[config.mk]
export PLATFORM = sky130hd
export DESIGN_NAME = line_refill_axi_master
export DESIGN_NICKNAME = d
export VERILOG_FILES = /design/src/rtl/line_refill_axi_master.sv
export SDC_FILE = /design/constraint.sdc
export NUM_CORES = 1
export LEC_CHECK = 0
export ABC_CLOCK_PERIOD_IN_PS = 2100
export BUFFER_PORTS_ARGS = -buffer_cell sky130_fd_sc_hd__buf_2
export CAP_MARGIN = 20
export CORE_MARGIN = 2
export CORE_UTILIZATION = 50
export CTS_BUF_LIST = sky130_fd_sc_hd__clkbuf_2
export DETAILED_ROUTE_END_ITERATION = 7
export PLACE_DENSITY = 0.82
export RECOVER_POWER = 100
export SYNTH_ARGS = -nofsm -noshare
export SYNTH_HDL_FRONTEND = slang
export SYNTH_SLANG_ARGS = --single-unit
export TNS_END_PERCENT = 30
[constraint.sdc]
create_clock -name ACLK -period 2.1 [get_ports ACLK]
set_input_delay 0.21 -clock ACLK [delete_from_list [all_inputs] [get_ports ACLK]]
set_output_delay 0.21 -clock ACLK [all_outputs]
set_load 0.03 [all_outputs]
[src/rtl/line_refill_axi_master.sv]
// Cache-line refill AXI4 read master: one request in, one INCR burst out,
// the assembled line back to the cache. Single transaction outstanding.
// Optional: define REFILL_RESP_CHECK_EN to fold non-OKAY RRESP into line_err.
module line_refill_axi_master #(
    parameter int unsigned BEATS = 4,
    parameter int unsigned AXI_ID_BITS = 4,
    parameter int unsigned AXI_LEN_BITS = 8,
    parameter int unsigned AXI_SIZE_BITS = 3,
    parameter logic [AXI_ID_BITS-1:0] MASTER_ID = '0,
    parameter int unsigned LINE_W = 32 * BEATS
) (
    input  logic                     ACLK,
    input  logic                     ARESETn,
    input  logic                     req_valid,
    output logic                     req_ready,
    input  logic [31:0]              req_addr,
    output logic                     line_valid,
    input  logic                     line_ready,
    output logic [LINE_W-1:0]        line_data,
    output logic                     line_err,
    output logic [AXI_ID_BITS-1:0]   ARID_M,
    output logic [31:0]              ARADDR_M,
    output logic [AXI_LEN_BITS-1:0]  ARLEN_M,
    output logic [AXI_SIZE_BITS-1:0] ARSIZE_M,
    output logic [1:0]               ARBURST_M,
    output logic                     ARVALID_M,
    input  logic                     ARREADY_M,
    input  logic [AXI_ID_BITS-1:0]   RID_M,
    input  logic [31:0]              RDATA_M,
    input  logic [1:0]               RRESP_M,
    input  logic                     RLAST_M,
    input  logic                     RVALID_M,
    output logic                     RREADY_M
);

    localparam int unsigned CNT_W = $clog2(BEATS);
    localparam int unsigned OFF_W = $clog2(4 * BEATS);
    localparam logic [CNT_W-1:0] LAST_CNT = CNT_W'(BEATS - 1);

    typedef enum logic [1:0] {StIdle, StAr, StRd, StDone} state_e;

    state_e             state_q, state_d;
    logic [31:0]        addr_q, addr_d;
    logic [CNT_W-1:0]   cnt_q, cnt_d;
    logic               err_q, err_d;
    logic [LINE_W-1:0]  line_q, line_d;

    // RID is not checked and the in-line offset bits are discarded by alignment.
    logic unused_ok;
    assign unused_ok = ^{RID_M, RRESP_M, req_addr[OFF_W-1:0]};

    // State, address, counter, error flag and line buffer registers.
    always_ff @(posedge ACLK or negedge ARESETn) begin
        if (!ARESETn) begin
            state_q <= StIdle;
            addr_q  <= '0;
            cnt_q   <= '0;
            err_q   <= 1'b0;
            line_q  <= '0;
        end else begin
            state_q <= state_d;
            addr_q  <= addr_d;
            cnt_q   <= cnt_d;
            err_q   <= err_d;
            line_q  <= line_d;
        end
    end

    // Next-state: request latch, AR handshake, beat capture with framing checks.
    always_comb begin
        state_d = state_q;
        addr_d  = addr_q;
        cnt_d   = cnt_q;
        err_d   = err_q;
        line_d  = line_q;
        unique case (state_q)
            StIdle: begin
                if (req_valid) begin
                    addr_d  = {req_addr[31:OFF_W], {OFF_W{1'b0}}};
                    cnt_d   = '0;
                    err_d   = 1'b0;
                    state_d = StAr;
                end
            end
            StAr: begin
                if (ARREADY_M) state_d = StRd;
            end
            StRd: begin
                if (RVALID_M) begin
                    line_d[32*int'(cnt_q) +: 32] = RDATA_M;
                    // Saturate so an overlong burst can never wrap onto word 0.
                    if (cnt_q != LAST_CNT) cnt_d = cnt_q + 1'b1;
`ifdef REFILL_RESP_CHECK_EN
                    if (RRESP_M != 2'b00) err_d = 1'b1;
`endif
                    if (RLAST_M) begin
                        state_d = StDone;
                        if (cnt_q != LAST_CNT) err_d = 1'b1;
                    end else if (cnt_q == LAST_CNT) begin
                        // Slave failed to flag the last beat: stop listening.
                        state_d = StDone;
                        err_d   = 1'b1;
                    end
                end
            end
            StDone: begin
                if (line_ready) state_d = StIdle;
            end
            default: state_d = StIdle;
        endcase
    end

    // Outputs decode straight from state so reset drops them immediately.
    always_comb begin
        req_ready  = (state_q == StIdle);
        ARVALID_M  = (state_q == StAr);
        RREADY_M   = (state_q == StRd);
        line_valid = (state_q == StDone);
        line_data  = line_q;
        line_err   = err_q;
        ARADDR_M   = addr_q;
        ARID_M     = MASTER_ID;
        ARLEN_M    = AXI_LEN_BITS'(BEATS - 1);
        ARSIZE_M   = AXI_SIZE_BITS'(2);
        ARBURST_M  = 2'b01;
    end

endmodule

==> results_dict.tcl <==
set metrics [dict create \
    status "complete, no violations" \
    drive_gt1_frac 0.187 \
    viasPerCell 5.34 \
    synthMuxAreaShare 0.0573 \
    cellPowerDensity_mw_per_mm2 1150 \
    start_kind "register" \
    first_pass_iters 5 \
    clkPwrFrac 0.194 \
    ys_ff_latch 161 \
    worst_hold_path.endpoint "ARADDR_M[20]" \
    root_buffer "clkbuf_2" \
    synth_top_family_by_area "compound AO/OA/AOI/OAI gates" \
    cts.path.max_buffers 2 \
    crit_family "buffers and inverters" \
    num_io_pins 259 \
    cts_buffers 17 \
    synthSimpleGateAreaFrac 0.0943 \
    areaGrowthSynthToFinish_pct 32.2 \
    synthCells 547 \
    ff2ff_setup_slack_ns 0.1 \
    crit_required_ns 2.71 \
    async_reset_ff_frac 1.00 \
    drt-initial-drc-count 395 \
    slowest_stage "clkbuf_2" \
    r2r_cells 5 \
    reg2reg_from "state_q[1]" \
    switchingPower_w 0.00404 \
    p_leak_nw 3.86 \
    grt-ovfl-total 0 \
    vias 5512 \
    ys.flop_type "dfrtp_1" \
    die_h_um 117 \
    nets 934 \
    synth_top_area_cell "dfrtp_1" \
    slowest_delay_ns 0.57 \
    fmax_mhz 500 \
    dp_hpwl_um 12000 \
    port_buffers 227 \
    start_util 0.511 \
    seq_power_share 0.424 \
    ys_types 27 \
    fin_crit_sh 0.953 \
    p_int_w 0.00574 \
    synth_compound_area_frac 0.145 \
    grt_pass1_vias 5574 \
    die_area_mm2 0.0138 \
    grt_max_degree 55 \
    maxCapViolCount 0 \
    cp_max_fo 28 \
    fillers 1028 \
    synth-xor-area-share 0.00136 \
    irDropWorstVdd_v 0.000685 \
    gp_congestion 0.837 \
    synth_edf_count 0 \
    reg2reg_to "ARADDR_M[21]" \
    hold_class "in -> reg" \
    clock_sinks 161 \
    min_from "req_addr[20]" \
    swShare 0.413 \
    setup_violations 0 \
    drc 0 \
    yosysTopAreaCellShare 0.627 \
    setup_ws_ns 0.0993 \
    clock_latency_ns 0.73 \
    seq_area_frac_synth 0.627 \
    cts_max_level 4 \
    hold_depth 3 \
    synthAdderAreaFrac 0.0214 \
    routed_wl_um 18500 \
    cp_num_buf_inv 2 \
    routedWlPerCell_um 17.9 \
    crit_path_end_kind "register" \
    placed_cell_area_mm2 0.00774 \
    multi_input_area_mm2 0.00213 \
    rows 41 \
    synthesis.area_mm2 0.00642 \
    arrival_ns 2.62 \
    path_clk_slew_ns 0.22 \
    criticalPathCategory "reg -> reg" \
    report.final.slew_viol_count 0 \
    antenna_found_initial 2 \
    syn_area_per_cell_um2 11.7 \
    regArea_mm2 0.00403 \
    grt_pass1_wl_um 29600 \
    dpl.cell_count 928 \
    ys.warnings.count 0 \
    hold_violations 0 \
    tightest_slew_ns 1.20 \
    die_w_um 117 \
    final_cells 1033 \
    core-area_mm2 0.0126 \
    max_slew_margin 0.203 \
    period_minus_slack_ns 2.00 \
    ant_nets 0 \
    grtUsageTotal 0.275 \
    final.setup_skew_ns 0.0184 \
    cp_cell_sequence "inv_1, ha_2, nand2_1, clkbuf_2, mux2_2" \
    combPwrFrac 0.382 \
    synth.area.top_cells "dfrtp_1 (63%), a22o_1 (9.0%), nand2_1 (7.5%), mux2_2 (5.3%), o21ai_0 (3.2%)" \
    fin_area_mm2 0.00849 \
    cts_tree "done" \
    post-place-ws_ns 0.100 \
]
worst min-delay path: cells and delay by family:
| kind | cells | cell delay [ns] |
|---|---|---|
| buffers and inverters | 2 | 0.61 |
| muxes | 1 | 0.12 |
per-layer routing:
metal	global-route usage	vias up	wire, µm
li1	-	2444	-
met1	0.322	2761	6810
met2	0.471	241	9720
met3	0.0564	66	1070
met4	0.156	0	871
met5	0	-	0
synthesized netlist by cell type (2+ instances only):
library cell / n
nand2_1: 128
o21ai_0: 41
ha_1: 11
inv_1: 7
nor2_1: 4
conb_1: 2
mux2_2: 30
nand3_1: 4
buf_2: 14
buf_4: 23
clkbuf_1: 17
nor3_2: 2
dfrtp_1: 161
mux2i_1: 3
nor2_4: 2
o21ai_1: 21
a22o_1: 66
a211oi_1: 2
flip-flops by register name (all words and copies together) (netlist names):
signal and flops:
line_data 128, cnt_q 2, state_q 2, line_err 1, ARADDR_M 28
kinds of logic after synthesis:
logic type,count (synthesis)
compound gates,133
other cells,2
simple gates,144
mux,33
buf+inv,62
xor+xnor,1
fa+ha+maj,11
flops,161
final cells by class:
type,instances,share of cell area
Antenna cell,2,0.000589
Clock buffer,20,0.0118
Clock inverter,12,0.0215
Inverter,8,0.00354
Multi-Input combinational cell,343,0.251
Sequential cell,161,0.474
Tap cell,172,0.0253
Timing Repair Buffer,315,0.212
through the flow:
| stage | TNS [ns] | hold WS, ns | utilization | power, W |
|---|---|---|---|---|
| after detailed placement | 0 | 0.186 | 0.616 | 0.00796 |
| after floorplan | 0 | -0.0856 | - | 0.00675 |
| after global placement | 0 | 0.182 | 0.616 | 0.00781 |
| after global routing | -0.000482 | 0.156 | 0.676 | 0.0102 |
| final | 0 | 0.234 | 0.676 | 0.00977 |
| after CTS | 0 | 0.161 | 0.694 | 0.00994 |
worst max path at each step:
| stage | depth (start not counted) | from | slack [ns] | endpoint |
|---|---|---|---|---|
| 2_1_floorplan | 7 | cnt_q[0] | 0.15 | line_data[108] |
| 3_3_place_gp | 5 | cnt_q[0] | 0.20 | line_data[113] |
| 3_5_place_dp | 6 | state_q[0] | 0.10 | line_data[23] |
| 4_1_cts | 3 | state_q[0] | 0.007 | req_ready |
| 5_1_grt | 3 | state_q[0] | -0.0005 | RREADY_M |
| 6_report | 5 | state_q[1] | 0.1 | ARADDR_M[21] |
power by group through the flow:
| stage | Clock [W] | Sequential (W) | Combinational, W |
|---|---|---|---|
| 4_1_cts | 0.00193 | 0.00410 | 0.00391 |
| 3_5_place_dp | 0 | 0.00416 | 0.00380 |
| 5_1_grt | 0.00207 | 0.00421 | 0.00395 |
| 2_1_floorplan | 0 | 0.00538 | 0.00137 |
| 3_3_place_gp | 0 | 0.00411 | 0.00370 |
| 6_report | 0.00190 | 0.00414 | 0.00374 |
repair_timing:
item,4_1_cts,5_1_grt
endpoints found under the setup margin,1,75
resized for setup,1,4
buffers inserted,0,3
pin swaps,0,2
gates cloned,0,0
hold buffers,68,0
hold endpoints to repair,322,0
cell usage in the layout, fill, tap and decap left out, types with 4 or more instances in the layout:
cell and count:
o21ai_1 4, mux2_2 29, buf_12 4, buf_4 10, nor2_1 4, ha_1 8
a22o_1 66, dfrtp_1 161, bufinv_16 4, clkbuf_2 25, clkbuf_1 160, dlygate4sd3_1 67
buf_2 68, inv_1 6, conb_1 21, o21ai_0 58, nand2_1 128
Note: power is estimated with default switching activity, not from simulation.
